`src/rtl/riscv_core_div_out_if.sv`:
```
// riscv_core_div_out_if
//   Bundles the issue, divider-core and writeback signals of the RV64M
//   divider output conditioning stage.
//
//   Issue side      : i_div_out_start, i_div_out_srcA, i_div_out_srcB,
//                     i_div_out_control, i_div_out_isword, o_div_out_busy,
//                     o_div_out_special
//   Divider core    : i_div_out_done, i_div_out_quotient, i_div_out_remainder
//   Writeback side  : o_div_out_valid, o_div_out_result, i_div_out_ready
//
//   Writeback handshake: o_div_out_valid rises only for a captured operation
//   and then stays high with o_div_out_result unchanged until a rising edge
//   sees valid & ready together; that edge is the single transfer, and valid
//   is low in the following cycle. ready may toggle freely while valid is low.
//
//   modport master : the surrounding pipeline (drives the i_* signals)
//   modport slave  : the conditioning stage (drives the o_* signals)
interface riscv_core_div_out_if #(
  parameter int XLEN = 64
);
  logic            i_div_out_start;
  logic [XLEN-1:0] i_div_out_srcA;
  logic [XLEN-1:0] i_div_out_srcB;
  logic [1:0]      i_div_out_control;
  logic            i_div_out_isword;
  logic            i_div_out_done;
  logic [XLEN-1:0] i_div_out_quotient;
  logic [XLEN-1:0] i_div_out_remainder;
  logic            i_div_out_ready;
  logic            o_div_out_busy;
  logic            o_div_out_special;
  logic            o_div_out_valid;
  logic [XLEN-1:0] o_div_out_result;

  modport master (
    output i_div_out_start, i_div_out_srcA, i_div_out_srcB,
           i_div_out_control, i_div_out_isword, i_div_out_done,
           i_div_out_quotient, i_div_out_remainder, i_div_out_ready,
    input  o_div_out_busy, o_div_out_special, o_div_out_valid,
           o_div_out_result
  );

  modport slave (
    input  i_div_out_start, i_div_out_srcA, i_div_out_srcB,
           i_div_out_control, i_div_out_isword, i_div_out_done,
           i_div_out_quotient, i_div_out_remainder, i_div_out_ready,
    output o_div_out_busy, o_div_out_special, o_div_out_valid,
           o_div_out_result
  );
endinterface

```
`src/rtl/riscv_core_div_out.sv`:
```
// riscv_core_div_out
//   Result conditioning after the unsigned iterative divider. On issue it
//   captures opcode, operand signs and the divide-by-zero / signed-overflow
//   flags; when the core reports done it restores signs, substitutes the
//   RISC-V special results and sign-extends W-variant results, then holds
//   the value for writeback under a valid/ready handshake.
//
//   Ports:
//     i_clk           clock, rising edge
//     i_rst           synchronous active-high reset
//     bus             riscv_core_div_out_if.slave (issue/core/writeback)
//     o_div_out_state FSM state for observation (0 IDLE, 1 WAIT, 2 VALID)
//
//   Optional feature: define DIV_OUT_BYPASS_EN to let divide-by-zero and
//   overflow ops skip the divider core and go IDLE->VALID in one cycle.
module riscv_core_div_out #(
  parameter int XLEN = 64
) (
  input  logic                 i_clk,
  input  logic                 i_rst,
  riscv_core_div_out_if.slave  bus,
  output logic [1:0]           o_div_out_state
);
  localparam int HW = XLEN / 2;

  typedef enum logic [1:0] {
    S_IDLE  = 2'd0,
    S_WAIT  = 2'd1,
    S_VALID = 2'd2
  } state_e;

  state_e          state_q, state_d;
  logic [1:0]      ctrl_q;
  logic            isword_q, signa_q, signb_q, dz_q, ovf_q;
  logic [XLEN-1:0] rawa_q;
  logic [XLEN-1:0] result_q, result_d;
  logic            capture_en;

  // Issue-time decode of the raw operands
  logic            cap_signa, cap_signb, cap_dz, cap_ovf, cap_uns;
  logic [XLEN-1:0] cap_rawa;

  always_comb begin
    cap_uns = bus.i_div_out_control[0];
    if (bus.i_div_out_isword) begin
      cap_signa = !cap_uns && bus.i_div_out_srcA[HW-1];
      cap_signb = !cap_uns && bus.i_div_out_srcB[HW-1];
      cap_dz    = (bus.i_div_out_srcB[HW-1:0] == '0);
      cap_ovf   = !cap_uns && (bus.i_div_out_srcA[HW-1:0] == {1'b1, {(HW-1){1'b0}}})
                  && (&bus.i_div_out_srcB[HW-1:0]);
      cap_rawa  = {{HW{1'b0}}, bus.i_div_out_srcA[HW-1:0]};
    end else begin
      cap_signa = !cap_uns && bus.i_div_out_srcA[XLEN-1];
      cap_signb = !cap_uns && bus.i_div_out_srcB[XLEN-1];
      cap_dz    = (bus.i_div_out_srcB == '0);
      cap_ovf   = !cap_uns && (bus.i_div_out_srcA == {1'b1, {(XLEN-1){1'b0}}})
                  && (&bus.i_div_out_srcB);
      cap_rawa  = bus.i_div_out_srcA;
    end
  end

  // Final rd value. Negation is done at full width; for W ops only the low
  // half is kept, which equals the half-width two's complement.
  function automatic logic [XLEN-1:0] fixup(
    input logic [1:0]      ctrl,
    input logic            isword,
    input logic            signa,
    input logic            signb,
    input logic            dz,
    input logic            ovf,
    input logic [XLEN-1:0] rawa,
    input logic [XLEN-1:0] q,
    input logic [XLEN-1:0] r
  );
    logic [XLEN-1:0] quo, rem, sel;
    if (dz) begin
      quo = '1;
      rem = rawa;
    end else if (ovf) begin
      quo = rawa;
      rem = '0;
    end else begin
      quo = (signa ^ signb) ? -q : q;
      rem = signa ? -r : r;
    end
    sel = ctrl[1] ? rem : quo;
    if (isword) fixup = {{HW{sel[HW-1]}}, sel[HW-1:0]};
    else        fixup = sel;
  endfunction

  always_comb begin
    state_d    = state_q;
    result_d   = result_q;
    capture_en = 1'b0;
    case (state_q)
      S_IDLE: begin
        if (bus.i_div_out_start) begin
          capture_en = 1'b1;
          state_d    = S_WAIT;
`ifdef DIV_OUT_BYPASS_EN
          // Special results need no core data; finish immediately.
          if (cap_dz || cap_ovf) begin
            state_d  = S_VALID;
            result_d = fixup(bus.i_div_out_control, bus.i_div_out_isword,
                             cap_signa, cap_signb, cap_dz, cap_ovf, cap_rawa,
                             '0, '0);
          end
`endif
        end
      end
      S_WAIT: begin
        // Core buses are only meaningful in the done cycle.
        if (bus.i_div_out_done) begin
          state_d  = S_VALID;
          result_d = fixup(ctrl_q, isword_q, signa_q, signb_q, dz_q, ovf_q,
                           rawa_q, bus.i_div_out_quotient,
                           bus.i_div_out_remainder);
        end
      end
      S_VALID: begin
        if (bus.i_div_out_ready) state_d = S_IDLE;
      end
      default: state_d = S_IDLE;
    endcase
  end

  always_ff @(posedge i_clk) begin
    if (i_rst) begin
      state_q  <= S_IDLE;
      ctrl_q   <= '0;
      isword_q <= 1'b0;
      signa_q  <= 1'b0;
      signb_q  <= 1'b0;
      dz_q     <= 1'b0;
      ovf_q    <= 1'b0;
      rawa_q   <= '0;
      result_q <= '0;
    end else begin
      state_q  <= state_d;
      result_q <= result_d;
      if (capture_en) begin
        ctrl_q   <= bus.i_div_out_control;
        isword_q <= bus.i_div_out_isword;
        signa_q  <= cap_signa;
        signb_q  <= cap_signb;
        dz_q     <= cap_dz;
        ovf_q    <= cap_ovf;
        rawa_q   <= cap_rawa;
      end
    end
  end

  assign bus.o_div_out_busy    = (state_q != S_IDLE);
  assign bus.o_div_out_valid   = (state_q == S_VALID);
  assign bus.o_div_out_special = dz_q | ovf_q;
  assign bus.o_div_out_result  = result_q;
  assign o_div_out_state       = state_q;
endmodule

```
`src/flat_wrapper.sv`:
```
// flat-port wrapper written by rule: the top's interface ports become plain ports
module riscv_core_div_out_flat 
#(
  parameter int XLEN = 64
)
  (i_clk, i_rst, o_div_out_state, bus_i_div_out_start, bus_i_div_out_srcA, bus_i_div_out_srcB, bus_i_div_out_control, bus_i_div_out_isword, bus_i_div_out_done, bus_i_div_out_quotient, bus_i_div_out_remainder, bus_i_div_out_ready, bus_o_div_out_busy, bus_o_div_out_special, bus_o_div_out_valid, bus_o_div_out_result);
  riscv_core_div_out_if #(.XLEN(XLEN)) bus_i ();
  input  logic i_clk;
  input  logic i_rst;
  output logic [1:0] o_div_out_state;
  input wire logic [$bits(bus_i.i_div_out_start)-1:0] bus_i_div_out_start;
  input wire logic [$bits(bus_i.i_div_out_srcA)-1:0] bus_i_div_out_srcA;
  input wire logic [$bits(bus_i.i_div_out_srcB)-1:0] bus_i_div_out_srcB;
  input wire logic [$bits(bus_i.i_div_out_control)-1:0] bus_i_div_out_control;
  input wire logic [$bits(bus_i.i_div_out_isword)-1:0] bus_i_div_out_isword;
  input wire logic [$bits(bus_i.i_div_out_done)-1:0] bus_i_div_out_done;
  input wire logic [$bits(bus_i.i_div_out_quotient)-1:0] bus_i_div_out_quotient;
  input wire logic [$bits(bus_i.i_div_out_remainder)-1:0] bus_i_div_out_remainder;
  input wire logic [$bits(bus_i.i_div_out_ready)-1:0] bus_i_div_out_ready;
  output wire logic [$bits(bus_i.o_div_out_busy)-1:0] bus_o_div_out_busy;
  output wire logic [$bits(bus_i.o_div_out_special)-1:0] bus_o_div_out_special;
  output wire logic [$bits(bus_i.o_div_out_valid)-1:0] bus_o_div_out_valid;
  output wire logic [$bits(bus_i.o_div_out_result)-1:0] bus_o_div_out_result;
  assign bus_i.i_div_out_start = bus_i_div_out_start;
  assign bus_i.i_div_out_srcA = bus_i_div_out_srcA;
  assign bus_i.i_div_out_srcB = bus_i_div_out_srcB;
  assign bus_i.i_div_out_control = bus_i_div_out_control;
  assign bus_i.i_div_out_isword = bus_i_div_out_isword;
  assign bus_i.i_div_out_done = bus_i_div_out_done;
  assign bus_i.i_div_out_quotient = bus_i_div_out_quotient;
  assign bus_i.i_div_out_remainder = bus_i_div_out_remainder;
  assign bus_i.i_div_out_ready = bus_i_div_out_ready;
  assign bus_o_div_out_busy = bus_i.o_div_out_busy;
  assign bus_o_div_out_special = bus_i.o_div_out_special;
  assign bus_o_div_out_valid = bus_i.o_div_out_valid;
  assign bus_o_div_out_result = bus_i.o_div_out_result;
  riscv_core_div_out #(.XLEN(XLEN)) u_core (.i_clk(i_clk), .i_rst(i_rst), .bus(bus_i), .o_div_out_state(o_div_out_state));
endmodule
```
`config.mk`:
```
export PLATFORM = sky130hd
export DESIGN_NAME = riscv_core_div_out_flat
export DESIGN_NICKNAME = d
export VERILOG_FILES = /design/src/rtl/riscv_core_div_out_if.sv /design/src/rtl/riscv_core_div_out.sv /design/src/flat_wrapper.sv
export SDC_FILE = /design/constraint.sdc
export NUM_CORES = 1
export LEC_CHECK = 0
export ABC_AREA = 1
export BUFFER_PORTS_ARGS = -buffer_cell sky130_fd_sc_hd__clkbuf_2
export CORE_MARGIN = 8
export CORE_UTILIZATION = 55
export CTS_BUF_LIST = sky130_fd_sc_hd__clkbuf_2
export DETAILED_ROUTE_END_ITERATION = 8
export GPL_TIMING_DRIVEN = 0
export PLACE_DENSITY = 0.83
export SLEW_MARGIN = 5
export SYNTH_ARGS = -nofsm -noshare
export SYNTH_HDL_FRONTEND = slang
export SYNTH_SLANG_ARGS = --single-unit
```
`constraint.sdc`:
```
create_clock -name i_clk -period 2.3 [get_ports i_clk]
set_input_delay 0.46 -clock i_clk [delete_from_list [all_inputs] [get_ports i_clk]]
set_output_delay 0.46 -clock i_clk [all_outputs]
set_load 0.005 [all_outputs]
```
# ---- Word-level counts from Yosys, hierarchy flattened
# Index checks and enable logic that the tools add are counted.
# Widths: inputs -> output; s select.
dict set report word_totals {
  regBits 137
  inputBits 264
  output_inout_bits 69
  elab_cells 56
}
dict set report op_classes {
  addsub 2
  n_eq_ne 7
  mux 19
  bitwise_logic 2
  n_reduce_logical 17
}
# operator n
set op_table {}
lappend op_table {{$mux 64} 9}
lappend op_table {{$neg 64->64} 2}
lappend op_table {{$eq 64x64->1 const B} 1}
lappend op_table {{$logic_not 64->1} 1}
lappend op_table {{$reduce_and 64->1} 1}
lappend op_table {{$eq 32x32->1 const B} 1}
lappend op_table {{$logic_not 32->1} 1}
lappend op_table {{$reduce_and 32->1} 1}
lappend op_table {{$logic_and 1x1->1} 8}
lappend op_table {{$mux 1} 6}
lappend op_table {{$mux 2} 3}
lappend op_table {{$ne 2x2->1 const B} 3}
lappend op_table {{$pmux 2 s3} 1}
lappend op_table {{$reduce_and 3->1} 1}
lappend op_table {{$eq 2x1->1 const B} 1}
lappend op_table {{$eq 2x2->1 const B} 1}
lappend op_table {{$logic_not 2->1} 1}
lappend op_table {{$reduce_and 2->1} 1}
lappend op_table {{$reduce_bool 2->1} 1}
lappend op_table {{$logic_not 1->1} 1}
lappend op_table {{$or 1x1->1} 1}
lappend op_table {{$xor 1x1->1} 1}

# ---- Logic depth before layout (Yosys ltp)
dict set report logic_depth {
  word_depth 6
  ltp_mapped 16
  ltp_nobuf 16
}

# ---- Worst setup path after synthesis
# No wires, ideal clock.
dict set report synth_path {
  kind {input port to flip-flop}
  start {input port bus_i_div_out_remainder[0]}
  end {register u_core.result_q[34] (netlist: u_core.bus.o_div_out_result[34])}
  arrival_ps 1831
  t_required_ps 2232
  setup_slack_ps 401
  path_stages 13
  n_path_buf 1
  cell_sequence {inv_1 > ha_1 > nand2_2 > nor2_4 > nand2_4 > nor2_2 > nand2_1 > nand2_2 > buf_6 > a21oi_2 > o21ai_1 > nand3_1 > a21oi_4}
}
dict set report synth_between {
  elab_chain_len 6
}
# item line
set synth_rtl {}
lappend synth_rtl {{from (decl)} flat_wrapper.sv:18} ;# input wire logic [$bits(bus_i.i_div_out_remainder)-1:0] bus_i_div_out_remainder;
lappend synth_rtl {{$neg 64->64} riscv_core_div_out.sv:84} ;# rem = signa ? -r : r;
lappend synth_rtl {{$mux 64} riscv_core_div_out.sv:84}
lappend synth_rtl {{$mux 64} riscv_core_div_out.sv:79} ;# end else if (ovf) begin
lappend synth_rtl {{$mux 64} riscv_core_div_out.sv:76} ;# if (dz) begin
lappend synth_rtl {{$mux 64} riscv_core_div_out.sv:86} ;# sel = ctrl[1] ? rem : quo;
lappend synth_rtl {{$mux 64} riscv_core_div_out.sv:87} ;# if (isword) fixup = {{HW{sel[HW-1]}}, sel[HW-1:0]};
lappend synth_rtl {{to (signal assigned)} riscv_core_div_out.sv:140} ;# result_q <= result_d;
lappend synth_rtl {{to (decl)} riscv_core_div_out.sv:36} ;# logic [XLEN-1:0] result_q, result_d;
# No other way between the ends.
# A chain may end at the register's enable or synchronous reset.

# ---- Worst setup path in the final report
dict set report layout_path {
  start {register u_core.signa_q}
  end {register u_core.result_q[46] (netlist: u_core.bus.o_div_out_result[46])}
}
dict set report layout_between {
  elab_chain_len 6
  elab_cells_between_ends 9
  cone_classes {8 x mux; 1 x bitwise}
}
# item line
set layout_rtl {}
lappend layout_rtl {{from (decl)} riscv_core_div_out.sv:34} ;# logic isword_q, signa_q, signb_q, dz_q, ovf_q;
lappend layout_rtl {{from (signal assigned)} riscv_core_div_out.sv:144} ;# signa_q <= cap_signa;
lappend layout_rtl {{$xor 1x1->1} riscv_core_div_out.sv:83} ;# quo = (signa ^ signb) ? -q : q;
lappend layout_rtl {{$mux 64} riscv_core_div_out.sv:83}
lappend layout_rtl {{$mux 64} riscv_core_div_out.sv:79}
lappend layout_rtl {{$mux 64} riscv_core_div_out.sv:76}
lappend layout_rtl {{$mux 64 *} riscv_core_div_out.sv:86}
lappend layout_rtl {{$mux 64 *} riscv_core_div_out.sv:87}
# Mark *: on every way between the ends. The rest lies on a longest branch, timed or not.

==> impl_metrics.csv <==
group,metric,value,unit
yosys,syn_nets,2368,
hold_path,hold_depth,3,
die,die_area,26800,sq um
drt,totalWireLength,59700,um
place,port_buffers,331,
yosys,syn_inst,2102,
clocking,clock-sinks,136,
drt,drc,0,
die,die_h,164,um
global_route,grt.total_usage,0.428,
global_route,grt_max_degree,17,
global_route,grt_pass1_wl,88500,um
worst_setup_path,reg2regPathDepth,10,
sta,setup_slack,0.0177,ns
drt,firstDrtPassIters,8,
drt,ant_nets,0,
layout,syn_to_final_growth,19.9,%
sta,fin_crit_sh,0.992,
layout,drive_gt1_frac,0.204,
worst_setup_path,path_class,"reg -> reg",
yosys,synth_most_common_cell,"nand2_1",
yosys,ys.flop_type,"dfxtp_1",
yosys,ys_seq_area_frac,0.227,
pwr,vdd_drop_max,282,uV
global_route,grt_pass1_vias,15900,
die,fp.dieW,164,um
global_route,grt_antenna_before_repair,5,
yosys,synth.distinct_cells,47,
sta,worst_pin_slew,0.880,ns
layout,fill_cells,2119,
pwr,internal_power,3990,uW
worst_setup_path,cp_max_fo,10,
global_route,grt-ovfl-total,0,
layout,utilization,0.665,
worst_setup_path,crit_required,2.95,ns
sta,fmax,0.438,GHz
place,pre_cts_slack,-0.311,ns
worst_setup_path,arrival,2.93,ns
pwr,switching_share,0.406,
pwr,p_clk_frac,0.250,
layout,final_nets,2724,
place,finalWeightedCongestion,1.10,
sta,hold_viol_final,0,
die,start_util,0.555,
clocking,cts-root-buf,"clkbuf_2",
run,cap_violations,0,
sta,finalSetupViolCount,0,
die,io_pins,333,
sta,finalMaxSlewViolations,0,
yosys,yosysWarningCount,0,
clocking,cts_buffers,17,
drt,wl_per_cell,21.7,um
layout,fin_area,14400,sq um
clocking,clockBufferDepth,2,
yosys,netlist_top_cells_area,"dfxtp_1, nand2_1, nor2_1, nand3_1, a21oi_1",
yosys,postSynthAreaPerCell,5.71,sq um
clocking,h-tree-depth,4,
sta,period_needed,2.28,ns
yosys,yosysTopAreaCell,"dfxtp_1",
place,hpwlAfterDp,49100,um
hold_path,hold_class,"in -> reg",
pwr,leakage,0.00681,uW
yosys,yosys-top-cells-count,"nand2_1, nor2_1, nand3_1",
sta,skew,0.0428,ns
worst_setup_path,cp-start-kind,"flop",
drt,vias_per_cell,6.16,
yosys,netlist_area,12000,sq um
drt,vias,16900,
pwr,power.density,467,nW/um^2
clocking,clock_latency,0.72,ns
die,core_area,21600,sq um
place,placed_cell_area,14000,sq um
yosys,synth_edf_count,0,
die,num_rows,54,
yosys,synth-seq-cells,136,
pwr,p_sw,2720,uW
pwr,combPwrFrac,0.359,
clocking,cts.clk_slew.worst_paths,0.24,ns
sta,slew_headroom,0.413,
yosys,async_flop_share,0,
clocking,cts_tree,"built",
pwr,pwr-share-seq,0.391,
yosys,synth_top_area_share,0.227,
drt,drtIter0Drc,2529,
worst_setup_path,cp-end-kind,"flop",
sta,whs,0.00516,ns
status,outcome,"complete, no violations",
## cells in the final DEF, fill, tap and decap left out, types with 6 or more instances in the layout
master and count:
nand3b_1 13, nor2_2 16, nor2_4 7, a21oi_1 177
buf_2 17, nand2_2 19, nand2_1 546, inv_2 6
a21oi_4 19, o21ai_0 153, clkbuf_1 60, clkbuf_2 358
nor2_1 312, nand3_1 226, nor3_1 15, o211ai_1 11
inv_1 162, nand4_1 41, o21ai_1 15, a21oi_2 13
o21ai_2 6, nor4_1 32, a22oi_1 32, dfxtp_1 136
nand3_2 7
## routing by layer
layer  up-vias  global-route usage  wire length, um
met5         -                   0               57
met2      1427               0.682            26000
li1       7745                   -                -
met4         8               0.247             3980
met1      7452               0.504            21100
met3       313               0.127             8600
## power by group through the flow
stage	logic, uW	clock network, uW	registers, uW
after floorplan	1290	0	2630
after global placement	2230	0	2650
after detailed placement	2260	0	2660
after CTS	2280	1630	2610
after global routing	2560	1720	2640
final	2410	1670	2630
## through the flow
step / std cells / setup TNS (ns) / total power [uW]
3_5_place_dp: 2713 / -4.76 / 4920
5_1_grt: 2751 / -0.000145 / 6920
2_1_floorplan: 2102 / 0 / 3920
6_report: 2751 / 0 / 6710
4_1_cts: 2749 / 0 / 6520
3_3_place_gp: 2713 / -3.52 / 4880
## path summary, 6_finish.rpt
check | from | to | slack (ns)
max | u_core.signa_q$_SDFFE_PP0P_ | u_core.bus.o_div_out_result[46]$_SDFFE_PP0P_ | 0.02
min | bus_i_div_out_done | u_core.o_div_out_state[0]$_SDFFE_PP0P_ | 0.005
max reg2reg | u_core.signa_q$_SDFFE_PP0P_ | u_core.bus.o_div_out_result[46]$_SDFFE_PP0P_ | 0.02
min reg2reg | u_core.bus.o_div_out_result[13]$_SDFFE_PP0P_ | u_core.bus.o_div_out_result[13]$_SDFFE_PP0P_ | 0.48
## timing repair
item | CTS | global route
buffers inserted | 0 | 1
hold buffers | 5 | 0
endpoints found under the setup margin | 5 | 28
pin swaps | 0 | 2
hold endpoints to repair | 5 | 0
gates resized for setup | 3 | 31
## sequential cells by signal, summed over array words and instances, names as in the netlist
name	flops
u_core.ovf_q	1
u_core.ctrl_q	1
u_core.isword_q	1
u_core.dz_q	1
u_core.signb_q	1
u_core.signa_q	1
u_core.bus.o_div_out_result	64
u_core.o_div_out_state	2
u_core.rawa_q	64
## cells by family (layout without fill, tap and decap cells)
family                   Yosys count  count (layout)  synth area share
AO/OA/AOI/OAI                    442             442             0.221
adder cells (fa/ha/maj)            2               2           0.00209
buffers and inverters            274             642            0.0946
flip-flops                       136             136             0.227
other                              0               1                 0
AND/OR/NAND/NOR                 1248            1248             0.455
## worst max-delay path, stage by stage (launching register included)
cell,delay (ns)
dfxtp_1,0.40
or2_1,0.13
nand2_2,0.09
inv_2,0.17
clkbuf_4,0.27
buf_2,0.28
nor2_1,0.06
o21ai_0,0.44
nand2_1,0.12
nand2_1,0.21
a21oi_2,0.08
## cell type report
class,count,area (sq um),share of cell area
multi-input cells,1692,8150,0.567
repair buffers,337,1710,0.119
clock buffers,18,90.1,0.00627
clock inverters,13,180,0.0125
plain buffers,102,505,0.0352
flip-flops and latches,136,2720,0.189
well taps,280,350,0.0244
diodes,1,2.50,0.000174
inverters,172,656,0.0456
Note: power is estimated with default switching activity, not from simulation.
